**config.mk**
```make
export PLATFORM = sky130hd
export DESIGN_NAME = fetch_sequencer
export DESIGN_NICKNAME = d
export VERILOG_FILES = /design/src/rtl/fetch_sequencer.sv
export SDC_FILE = /design/constraint.sdc
export NUM_CORES = 1
export LEC_CHECK = 0
export ABC_AREA = 0
export BUFFER_PORTS_ARGS = -buffer_cell sky130_fd_sc_hd__buf_4
export CAP_MARGIN = 40
export CORE_ASPECT_RATIO = 0.8
export CORE_UTILIZATION = 30
export CTS_CLUSTER_DIAMETER = 40
export DETAILED_ROUTE_END_ITERATION = 12
export MAX_ROUTING_LAYER = met4
export PLACE_DENSITY = 0.49
export SYNTH_ARGS = -nofsm -noshare
export SYNTH_HDL_FRONTEND = slang
export SYNTH_SLANG_ARGS = --single-unit
```
**constraint.sdc**
```tcl
create_clock -name clk -period 3.8 [get_ports clk]
set_clock_uncertainty 0.15 [all_clocks]
set_input_delay 0.76 -clock clk [delete_from_list [all_inputs] [get_ports clk]]
set_output_delay 0.76 -clock clk [all_outputs]
set_load 0.1 [all_outputs]
```
**src/rtl/fetch_sequencer.sv**
```systemverilog
// Instruction fetch sequencer: owns the PC, issues word-aligned fetches, buffers responses for decode.
// Optional FETCH_MISALIGN_EN adds a misalign pulse output and a HALT state for misaligned redirects.
module fetch_sequencer #(
    parameter logic [31:0] RESET_PC  = 32'h0000_0000,
    parameter int unsigned BUF_DEPTH = 2
) (
    input  logic        clk,
    input  logic        reset_n,
    output logic        imem_req_valid,
    input  logic        imem_req_ready,
    output logic [31:0] imem_addr,
    input  logic        imem_rsp_valid,
    input  logic [31:0] imem_rsp_data,
    output logic        inst_valid,
    input  logic        inst_ready,
    output logic [31:0] inst,
    output logic [31:0] inst_pc,
    input  logic        redirect,
    input  logic [31:0] redirect_pc
`ifdef FETCH_MISALIGN_EN
    ,
    output logic        misalign
`endif
);

    localparam int unsigned PTR_W = (BUF_DEPTH > 1) ? $clog2(BUF_DEPTH) : 1;
    localparam int unsigned CNT_W = $clog2(BUF_DEPTH + 1);
    localparam int unsigned SUM_W = CNT_W + 1;
    localparam logic [PTR_W-1:0] LAST_PTR = PTR_W'(BUF_DEPTH - 1);

    typedef enum logic [1:0] {
        S_IDLE  = 2'd0,
        S_FETCH = 2'd1,
        S_FLUSH = 2'd2
`ifdef FETCH_MISALIGN_EN
        ,
        S_HALT  = 2'd3
`endif
    } state_t;

    function automatic logic [PTR_W-1:0] ptr_inc(input logic [PTR_W-1:0] p);
        return (p == LAST_PTR) ? '0 : p + PTR_W'(1);
    endfunction

    state_t             state, state_nxt;
    logic [CNT_W-1:0]   drop, drop_nxt;
    logic [CNT_W-1:0]   outstanding, out_nxt;
    logic [CNT_W-1:0]   occ;
    logic [31:0]        pc;
    logic [31:0]        redirect_pc_al;

    logic [31:0]        buf_data [BUF_DEPTH];
    logic [31:0]        buf_pc   [BUF_DEPTH];
    logic [PTR_W-1:0]   wr_ptr, rd_ptr;

    // PC of every in-flight request, popped by every response (kept or dropped)
    logic [31:0]        pcq [BUF_DEPTH];
    logic [PTR_W-1:0]   pcq_wr, pcq_rd;

    logic credit_ok, redir, redir_ok, req_fire, rsp_fire, push, pop;

    assign credit_ok      = (SUM_W'(occ) + SUM_W'(outstanding)) < SUM_W'(BUF_DEPTH);
    assign redir          = redirect && (state != S_IDLE);
    assign redirect_pc_al = redirect_pc & ~32'h0000_0003;

`ifdef FETCH_MISALIGN_EN
    logic redir_bad;
    assign redir_bad = redir && (redirect_pc[1:0] != 2'b00);
    assign redir_ok  = redir && !redir_bad;
`else
    assign redir_ok  = redir;
`endif

    assign imem_req_valid = (state == S_FETCH) && credit_ok && !redirect;
    assign imem_addr      = pc;
    assign req_fire       = imem_req_valid && imem_req_ready;
    assign rsp_fire       = imem_rsp_valid && (outstanding != '0);
    assign push           = rsp_fire && (state == S_FETCH) && !redir;
    assign inst_valid     = (occ != '0);
    assign pop            = inst_valid && inst_ready;
    assign inst           = buf_data[rd_ptr];
    assign inst_pc        = buf_pc[rd_ptr];
    assign out_nxt        = outstanding + CNT_W'(req_fire) - CNT_W'(rsp_fire);

    always_ff @(posedge clk or negedge reset_n) begin
        if (!reset_n) begin
            state <= S_IDLE;
            drop  <= '0;
        end else begin
            state <= state_nxt;
            drop  <= drop_nxt;
        end
    end

    // drop tracks stale responses; it is re-armed from the post-response outstanding count
    always_comb begin
        state_nxt = state;
        drop_nxt  = drop;
        case (state)
            S_IDLE:  state_nxt = S_FETCH;
            S_FLUSH: begin
                if (rsp_fire) drop_nxt = drop - CNT_W'(1);
                if (drop_nxt == '0) state_nxt = S_FETCH;
            end
            default: ;
        endcase
        if (redir_ok) begin
            drop_nxt  = out_nxt;
            state_nxt = (out_nxt != '0) ? S_FLUSH : S_FETCH;
        end
`ifdef FETCH_MISALIGN_EN
        if (redir_bad) begin
            drop_nxt  = '0;
            state_nxt = S_HALT;
        end
`endif
    end

`ifdef FETCH_MISALIGN_EN
    always_ff @(posedge clk or negedge reset_n) begin
        if (!reset_n) misalign <= 1'b0;
        else          misalign <= redir_bad;
    end
`endif

    always_ff @(posedge clk or negedge reset_n) begin
        if (!reset_n) begin
            pc          <= RESET_PC;
            outstanding <= '0;
            occ         <= '0;
            wr_ptr      <= '0;
            rd_ptr      <= '0;
            pcq_wr      <= '0;
            pcq_rd      <= '0;
            for (int i = 0; i < BUF_DEPTH; i++) begin
                buf_data[i] <= '0;
                buf_pc[i]   <= '0;
                pcq[i]      <= '0;
            end
        end else begin
            outstanding <= out_nxt;
            if (redir_ok)      pc <= redirect_pc_al;
            else if (req_fire) pc <= pc + 32'd4;

            if (req_fire) begin
                pcq[pcq_wr] <= pc;
                pcq_wr      <= ptr_inc(pcq_wr);
            end
            if (rsp_fire) pcq_rd <= ptr_inc(pcq_rd);

            if (redir) begin
                occ    <= '0;
                wr_ptr <= '0;
                rd_ptr <= '0;
            end else begin
                if (push) begin
                    buf_data[wr_ptr] <= imem_rsp_data;
                    buf_pc[wr_ptr]   <= pcq[pcq_rd];
                    wr_ptr           <= ptr_inc(wr_ptr);
                end
                if (pop) rd_ptr <= ptr_inc(rd_ptr);
                occ <= occ + CNT_W'(push) - CNT_W'(pop);
            end
        end
    end

endmodule

```
# Word level (Yosys, flattened, before mapping)
# Index checks and enable logic that the tools add are counted.
# word_totals
reg_bits	236
latchBits	0
ramBits	0
romBits	0
in_bits	70
elab_cells	101
memories	0
# op_classes
addsub	11
n_mul	0
div	0
order_cmp	7
n_eq_ne	3
n_shift	0
mux	35
n_bitwise	5
n_reduce_logical	25
# op_table
op	count
$mux W32	13
$bwmux W64	3
$demux W32 S1	2
$add A32 B3 Y32 const B	1
$mux W2	8
$reduce_bool A2 Y1	8
$logic_and A1 B1 Y1	10
$ge A2 B2 Y1 const B	4
$mux W1	8
$not A1 Y2	4
$add A1 B1 Y1 const B	4
$add A2 B1 Y2	2
$logic_not A2 Y1	2
$lt A2 B1 Y1 const B	2
$pmux W2 S2	1
$reduce_and A2 Y1	2
$sub A2 B1 Y2	2
$add A2 B2 Y3	1
$lt A3 B2 Y1 const B	1
$ne A3 B3 Y1 const B	1
$reduce_bool A3 Y1	1
$eq A2 B1 Y1 const B	1
$eq A2 B2 Y1 const B	1
$logic_not A1 Y1	2
2 further kinds	2

# Logic depth before layout (Yosys ltp)
# depth
ltp_word	10
ltp_mapped	14
depth_no_buf	12

# Worst setup path before layout
# OpenSTA, ideal clock, no wires.
# synth_timing
kind	flip-flop to output port
start	register outstanding[0]
end	output imem_req_valid
arrival_ns	2.661
required_ns	2.890
slack_ns	0.229
path_stages_with_launch	5
n_path_buf	0
cell_sequence	dfrtp_1 and2_1 fa_1 nor3_2 nor2b_1
# synth_between
elab_chain_len	4
# synth_rtl
element	line	rtl
start: declaration	47	logic [CNT_W-1:0] outstanding, out_nxt;
start signal: assignment	141	outstanding <= out_nxt;
$add A2 B2 Y3	62	assign credit_ok = (SUM_W'(occ) + SUM_W'(outstanding)) < SUM_W'(BUF_DEPTH);
$lt A3 B2 Y1	62	
$logic_and A1 B1 Y1 (2 in series)	74	assign imem_req_valid = (state == S_FETCH) && credit_ok && !redirect;
end: declaration	9	output logic imem_req_valid,
# No other way between the ends.

# Worst setup path after layout
# Same ends and word-level chain as after synthesis.

==> flow_summary.yaml <==
outcome:
  status: "finished clean"
timing:
  maxSlewHeadroom_pct: 40.6
  fin_ws_ns: 0.537
  tightest_slew_ns: 0.887
  rsz0062_at_grt: "false"
  max_freq_mhz: 306
  drv_slew: 0
  hold_viol_final: 0
  finalSetupTns_ns: 0
  fin_crit_ns: 3.26
  setup_violations: 0
  final.period_utilization_pct: 85.9
yosys:
  ys_seq_elements: 226
  synth_fa_ha_area_share_pct: 0.798
  yosysUniqueCellTypes: 54
  synth_top_family_by_area: "multiplexers"
  synth_area_um2: 10300
  synthXorXnorAreaFrac_pct: 1.27
  synth_compound_area_share_pct: 6.71
  yosysWarnings: 0
  synth_simple_gate_area_share_pct: 10.2
  synth_area_per_cell_um2: 12.0
  ys_seq_area_share_pct: 54.7
  synthMuxAreaShare_pct: 22.8
  synth_top_flop_cell: "dfrtp_1"
  synthCells: 860
  async_flop_share_pct: 100
  synth-edff-count: 0
detailed_routing:
  drt-initial-drc-count: 382
  ant_nets: 0
  drt_pre_antenna_iters: 4
  dr_total_vias: 7159
  viasPerCell: 4.83
  routed_wl_mm: 27.3
  wl_per_cell_um: 18.5
  post-route-drc-count: 0
placement:
  gp_congestion: 0.766
  place_hpwl_mm: 18.6
  place_worst_setup_slack_ns: 0.683
  dp.cells: 1421
  port_buffers: 161
grt:
  antenna_found_initial: 0
  grt_usage_pct: 16.5
  grt_max_degree: 71
  grt_pass1_wl_mm: 43.6
  grt_pass1_vias: 7332
  overflow: 0
clock_tree:
  htreeDepth: 2
  postCtsResizedCells: 0
  cts.hold.buffers_added: 0
  clock_sinks: 226
  cts_buffers: 34
  cts_tree: "done"
  insertion_delay_ns: 0.50
  clk_pin_slew_ns: 0.06
  cts_setup_buffers: 0
  cts_root_buf: "clkbuf_16"
  cts_buffer_depth: 3
floorplanning:
  die_w_um: 210
  ioPinCount: 168
  coreArea_um2: 33800
  dieHeight_um: 168
  die-area_um2: 35200
  rows: 60
  initial_core_util_pct: 30.6
finish:
  multi_input_area_um2: 4370
  seq_area_um2: 5660
  layout_common_cells: "224 x dfrtp_1, 181 x mux2_2, 174 x buf_4"
  finalNonFillerCells: 1481
  fillers: 3287
  mostFrequentLayoutCell: "dfrtp_1"
  nets: 1099
  antenna_cells: 0
  areaGrowthSynthToFinish_pct: 27.3
  drive_above_1_share_pct: 41.7
worst_setup_path:
  end_kind: "output pin"
  reg2regPathDepth: 13
  cp-start-kind: "flop"
  cp_max_fo: 6
  critical_path_class: "flop to output pin"
  cp_data_required_time_ns: 2.89
  crit_arrival_ns: 2.35
run:
  cap_violations: 0
hold_path:
  min_path_type: "input pin to asynchronous set/reset pin"
worst max-delay path, stage by stage (launching register included):
cell	delay, ns
dfrtp_1	0.40
and2_1	0.16
fa_1	0.44
nor3_2	0.17
buf_4	0.16
nor2b_1	0.19
buf_4	0.32
layer usage:
layer	part of all wire (%)	vias to the layer above	global-route usage, %
met2	44	133	24.2
met3	4.3	40	3.00
met1	50	3576	23.3
met4	1.6	0	3.97
met5	0	-	-
li1	-	3410	-
cells by family after synthesis:
kind of cell               count (synthesis)
and+or+nand+nor                          213
AOI/OAI and AO/OA                        120
adders and majority gates                  6
DFF                                      226
muxes                                    213
xor gates and xnor gates                  15
other                                      1
buffers and inverters                     66
path summary, 6_finish.rpt:
kind	from	to	slack [ns]
setup reg to reg	outstanding[0]	state[0]	0.64
setup / recovery	outstanding[0]	imem_req_valid	0.54
hold reg to reg	pcq[21]	pcq[21]	0.33
max in group asynchronous	reset_n	buf_pc[12]	2.55
min in group clk	redirect_pc[10]	imem_addr[10]	0.32
hold / removal	reset_n	buf_pc[27]	0.06
Yosys cell counts (11+ instances only):
cell / number / area, um2
nor2_1: 86 / 323
nand2_1: 39 / 146
buf_2: 21 / 105
o21ai_0: 13 / 65.1
dfrtp_1: 226 / 5660
clkbuf_1: 13 / 48.8
buf_4: 14 / 105
a21oi_1: 69 / 345
mux2i_1: 30 / 300
mux2_2: 181 / 2040
xnor2_1: 11 / 96.3
nor3_1: 17 / 85.1
nand3_1: 20 / 100
state kept, by name, summed over array words and instances (netlist names):
register,cells
buf_data,64
buf_pc,60
pcq,60
imem_addr,30
drop,2
occ,2
outstanding,2
state,2
pcq_rd,1
pcq_wr,1
rd_ptr,1
wr_ptr,1
cell type report:
cell class | count | share of cell area [%]
Sequential cell | 226 | 43.0
Multi-Input combinational cell | 571 | 33.1
Tap cell | 434 | 4.12
Timing Repair Buffer | 181 | 10.9
Clock inverter | 14 | 1.05
Inverter | 9 | 0.257
Clock buffer | 46 | 7.51
stage by stage:
step,utilization [%],instance area (um2),hold WS (ns)
finish,39.0,13200,0.0618
global route,39.0,13200,0.100
CTS,39.0,13200,0.0808
detailed placement,35.6,12000,0.326
global placement,35.6,12000,0.320
floorplan,-,10400,0.300
Power is left out: the tool's default activity adds up to more than one toggle a clock period on the data nets, which glitch-free logic cannot reach.
